<file path="config.mk">
export PLATFORM = sky130hd
export DESIGN_NAME = fpu_result_fifo
export DESIGN_NICKNAME = d
export VERILOG_FILES = /design/src/rtl/fpu_result_fifo.sv
export SDC_FILE = /design/constraint.sdc
export NUM_CORES = 1
export LEC_CHECK = 0
export CORE_MARGIN = 8
export CORE_UTILIZATION = 51
export DETAILED_ROUTE_END_ITERATION = 6
export DONT_BUFFER_PORTS = 1
export PLACE_DENSITY = 0.69
export REMOVE_ABC_BUFFERS = 1
export SLEW_MARGIN = 20
export SYNTH_ARGS = -nofsm -noshare
export SYNTH_HDL_FRONTEND = slang
export SYNTH_SLANG_ARGS = --single-unit
</file>
<file path="constraint.sdc">
create_clock -name clk -period 5.7 [get_ports clk]
set_input_delay 0.57 -clock clk [delete_from_list [all_inputs] [get_ports clk]]
set_output_delay 0.57 -clock clk [all_outputs]
set_load 0.005 [all_outputs]
</file>
<file path="src/rtl/fpu_result_fifo.sv">
`default_nettype none
// ============================================================================
// Module   : fpu_result_fifo
// Brief    : Result buffer behind the FPU output mux. Overflow is sticky and
//            flags results dropped while the buffer is full.
//            Optional FPU_RESULT_FIFO_STATS_EN adds push/drop counters.
// Revision : 1.0 - initial release
// ============================================================================
module fpu_result_fifo #(
    parameter int DATA_W = 32,
    parameter int DEPTH  = 8,
    parameter int ADDR_W = 3
) (
    input  logic              clk,
    input  logic              rst,
    input  logic [DATA_W-1:0] In_Data,
    input  logic              In_Data_Valid,
    output logic [DATA_W-1:0] Out_Data,
    output logic              Out_Data_Valid,
    input  logic              Out_Ready,
    output logic              Full,
    output logic              Empty,
    output logic [ADDR_W:0]   Count,
`ifdef FPU_RESULT_FIFO_STATS_EN
    output logic [15:0]       Push_Count,
    output logic [15:0]       Drop_Count,
`endif
    output logic              Overflow
);

    localparam logic [DATA_W-1:0] c_IDLE_DATA = '1;

    logic [DATA_W-1:0] r_mem [DEPTH];
    logic [ADDR_W:0]   r_wr_ptr;
    logic [ADDR_W:0]   r_rd_ptr;
    logic              r_overflow;

    logic w_empty;
    logic w_full;
    logic w_pop;
    logic w_push;
    logic w_drop;

    // Status comes only from registered pointers, never from In_Data_Valid.
    assign w_empty = (r_wr_ptr == r_rd_ptr);
    assign w_full  = (r_wr_ptr[ADDR_W-1:0] == r_rd_ptr[ADDR_W-1:0]) &&
                     (r_wr_ptr[ADDR_W] != r_rd_ptr[ADDR_W]);
    assign w_pop   = !w_empty && Out_Ready;
    assign w_push  = In_Data_Valid && (!w_full || w_pop);
    assign w_drop  = In_Data_Valid && w_full && !w_pop;

    always_ff @(posedge clk or posedge rst) begin
        if (rst) begin
            r_wr_ptr   <= '0;
            r_rd_ptr   <= '0;
            r_overflow <= 1'b0;
        end else begin
            if (w_push) begin
                r_wr_ptr <= r_wr_ptr + 1'b1;
            end
            if (w_pop) begin
                r_rd_ptr <= r_rd_ptr + 1'b1;
            end
            if (w_drop) begin
                r_overflow <= 1'b1;
            end
        end
    end

    // Storage is intentionally left out of reset.
    always_ff @(posedge clk) begin
        if (w_push) begin
            r_mem[r_wr_ptr[ADDR_W-1:0]] <= In_Data;
        end
    end

    assign Out_Data       = w_empty ? c_IDLE_DATA : r_mem[r_rd_ptr[ADDR_W-1:0]];
    assign Out_Data_Valid = !w_empty;
    assign Empty          = w_empty;
    assign Full           = w_full;
    assign Count          = r_wr_ptr - r_rd_ptr;
    assign Overflow       = r_overflow;

`ifdef FPU_RESULT_FIFO_STATS_EN
    localparam logic [15:0] c_CNT_MAX = 16'hFFFF;

    logic [15:0] r_push_count;
    logic [15:0] r_drop_count;

    always_ff @(posedge clk or posedge rst) begin
        if (rst) begin
            r_push_count <= '0;
            r_drop_count <= '0;
        end else begin
            if (w_push && (r_push_count != c_CNT_MAX)) begin
                r_push_count <= r_push_count + 16'd1;
            end
            if (w_drop && (r_drop_count != c_CNT_MAX)) begin
                r_drop_count <= r_drop_count + 16'd1;
            end
        end
    end

    assign Push_Count = r_push_count;
    assign Drop_Count = r_drop_count;
`endif

endmodule
`default_nettype wire
</file>
==> results_dict.tcl <==
set metrics [dict create \
    crit_slowest_cell "dfrtp_4" \
    p_leak_nw 3.59 \
    synth.distinct_cells 30 \
    utilization_pct 58.0 \
    slew-limit-headroom_pct 32.4 \
    max_freq_mhz 271 \
    netlist_area_mm2 0.0102 \
    hp-class "in -> reg" \
    whs_path_depth 0 \
    area_growth_pct 11.1 \
    htree_num_levels 1 \
    ys_seq_area_share_pct 77.6 \
    critPathCaptureType "primary output" \
    drv_cap 0 \
    drc_errors 0 \
    tightest_slew_ns 1.01 \
    grt_pass1_wl_mm 29.1 \
    synth_area_leaders "edfxtp_1, mux4_2, o22a_1" \
    clock_skew_ns 0.0219 \
    coreArea_mm2 0.0195 \
    ant_nets 0 \
    vias 4379 \
    grt.overflow.total 0 \
    syn_area_per_cell_um2 23.3 \
    cp.depth 5 \
    antenna_found_initial 0 \
    finalWorstSetupSlack_ns 2.01 \
    reg2reg_slack_ns 2.88 \
    cp_max_fo 32 \
    yosysTopAreaCellShare_pct 75.4 \
    cts_resized 0 \
    ios 76 \
    initial_core_util_pct 52.2 \
    routed_via_density 5.90 \
    slew_viol_final 0 \
    criticalPathCategory "reg -> out" \
    top_layer "met4" \
    r2r_cells 5 \
    dr_wl_met3_mm 1.60 \
    cts-root-buf "clkbuf_16" \
    fin_crit_sh_pct 64.8 \
    fp.dieH_um 157 \
    status "complete, no violations" \
    clockBufferDepth 3 \
    drt-total-wl_mm 18.8 \
    cts_tree "done" \
    p_per_area_mw_per_mm2 525 \
    wire_per_inst_um 25.3 \
    period_needed_ns 3.69 \
    drt-initial-drc-count 311 \
    hold_buffers 1 \
    wl_met1_mm 7.99 \
    firstDrtPassIters 4 \
    critPathBufInv 0 \
    place_ws_ns 2.48 \
    grt_pass1_vias 4861 \
    setup_violations 0 \
    dp_hpwl_mm 11.0 \
    synth_seq_cells 265 \
    die_area_mm2 0.0248 \
    path_clk_slew_ns 0.07 \
    finalHoldViolCount 0 \
    critPathArrivalTime_ns 3.12 \
    cpLargestDelayFamily "simple AND/OR/NAND/NOR gates" \
    clkSinkCount 265 \
    portBuffers 0 \
    dr_wl_met2_mm 8.99 \
    required_ns 5.13 \
    antenna_cells 0 \
    ir_worst_vdd_uv 653 \
    drive_gt1_share_pct 26.8 \
    clock_latency_ns 0.53 \
    grt_max_degree 69 \
    cts_buffers 26 \
    syn_inst 437 \
    max_stage_delay_ns 0.73 \
    rsz0062_at_grt "no" \
    synth_top_area_cell "edfxtp_1" \
    cp_cell_sequence "ha_1 -> nand3_1 -> nand2b_1 -> nand2_2 -> o22a_1" \
    grt_util_all_layers_pct 15.7 \
    fillers 1419 \
    final_nets 502 \
    rows 51 \
    critPathLaunchType "register" \
    post-cts-setup-buffers 0 \
    gp_congestion 0.745 \
    ys_warn_count 0 \
    dieWidth_um 157 \
]
## logic make-up (layout without fill, tap and decap cells)
logic type / count (synthesis) / in the layout / share of synthesized area, %
simple gates: 25 / 25 / 1.28
compound gates: 36 / 36 / 3.07
fa+ha+maj: 6 / 6 / 0.810
buf+inv: 30 / 70 / 2.00
mux: 66 / 66 / 14.4
xor+xnor: 9 / 9 / 0.847
flops: 265 / 265 / 77.6
## layout make-up
type                    count  area (um2)  share of cell area (%)
multi-input cells         142        2120                    18.7
clock inverters            15         131                    1.16
clock buffers              30         666                    5.88
well taps                 265         332                    2.93
repair buffers             16         123                    1.08
flip-flops and latches    265        7920                    69.9
inverters                   9        33.8                   0.298
## final timing paths
check                                         from                 endpoint
setup reg to reg           r_rd_ptr[0]$_DFFE_PP0P_   r_mem[4][11]$_DFFE_PP_
hold / removal                         In_Data[13]   r_mem[4][13]$_DFFE_PP_
setup / recovery           r_rd_ptr[0]$_DFFE_PP0P_             Out_Data[19]
min in group asynchronous                      rst  r_wr_ptr[2]$_DFFE_PP0P_
hold reg to reg               Overflow$_DFFE_PP0P_     Overflow$_DFFE_PP0P_
max in group asynchronous                      rst  r_rd_ptr[0]$_DFFE_PP0P_
## placed cells by master (no fill, tap or decap), types with 2 or more instances in the layout
master and count:
edfxtp_1 256, nand3_1 6, buf_4 15, nor4_2 2, nor2_4 2, clkinv_1 6
ha_1 5, inv_1 9, nand2_1 4, dfrtp_1 7, o22a_1 32, mux2_1 2
clkinv_2 5, clkbuf_1 4, nor3_2 4, bufinv_16 2, xnor2_1 7, a21o_1 2
clkbuf_16 26, mux4_2 64
## per-layer routing
metal  up-vias  global-route usage [%]
met5         -                       0
met4         0                    3.31
met3        21                    4.52
met2       140                    24.7
met1      2321                    21.5
li1       1897                       -
## registers in the layout, summed over array words and instances (netlist names)
signal    count
r_mem       256
r_rd_ptr      4
r_wr_ptr      4
Overflow      1
## synth_stat cells
master,instances
a21o_1,2
a21oi_1,1
and3_1,1
buf_1,1
buf_12,1
buf_2,6
buf_4,4
buf_6,7
clkbuf_1,2
dfrtp_1,9
edfxtp_1,256
fa_1,1
ha_1,5
inv_1,9
mux2_1,2
mux4_2,64
nand2_1,4
nand2_2,1
nand2_4,1
nand2b_1,1
nand3_1,6
nor2_1,3
nor3_1,5
nor4_1,2
o22a_1,32
o31ai_2,1
or3_1,1
xnor2_1,7
xnor2_2,1
xor2_1,1
## report_power, final
| part | internal (mW) | total (mW) | switching, mW |
|---|---|---|---|
| logic | 0.783 | 1.73 | 0.946 |
| registers | 2.47 | 2.61 | 0.148 |
| clock network | 0.923 | 1.60 | 0.677 |
| total | 4.17 | 5.94 | 1.77 |
## per-stage QoR
step	area, um2	TNS (ns)	cells	total power, mW	hold WS (ns)
floorplan	10000	-142.60	416	3.96	0.398
global placement	10500	0	696	4.39	0.454
detailed placement	10500	0	696	4.43	0.464
CTS	11300	0	742	6.03	0.113
global route	11300	0	742	6.25	0.107
finish	11300	0	742	5.94	0.133
Note: power is estimated with default switching activity, not from simulation.
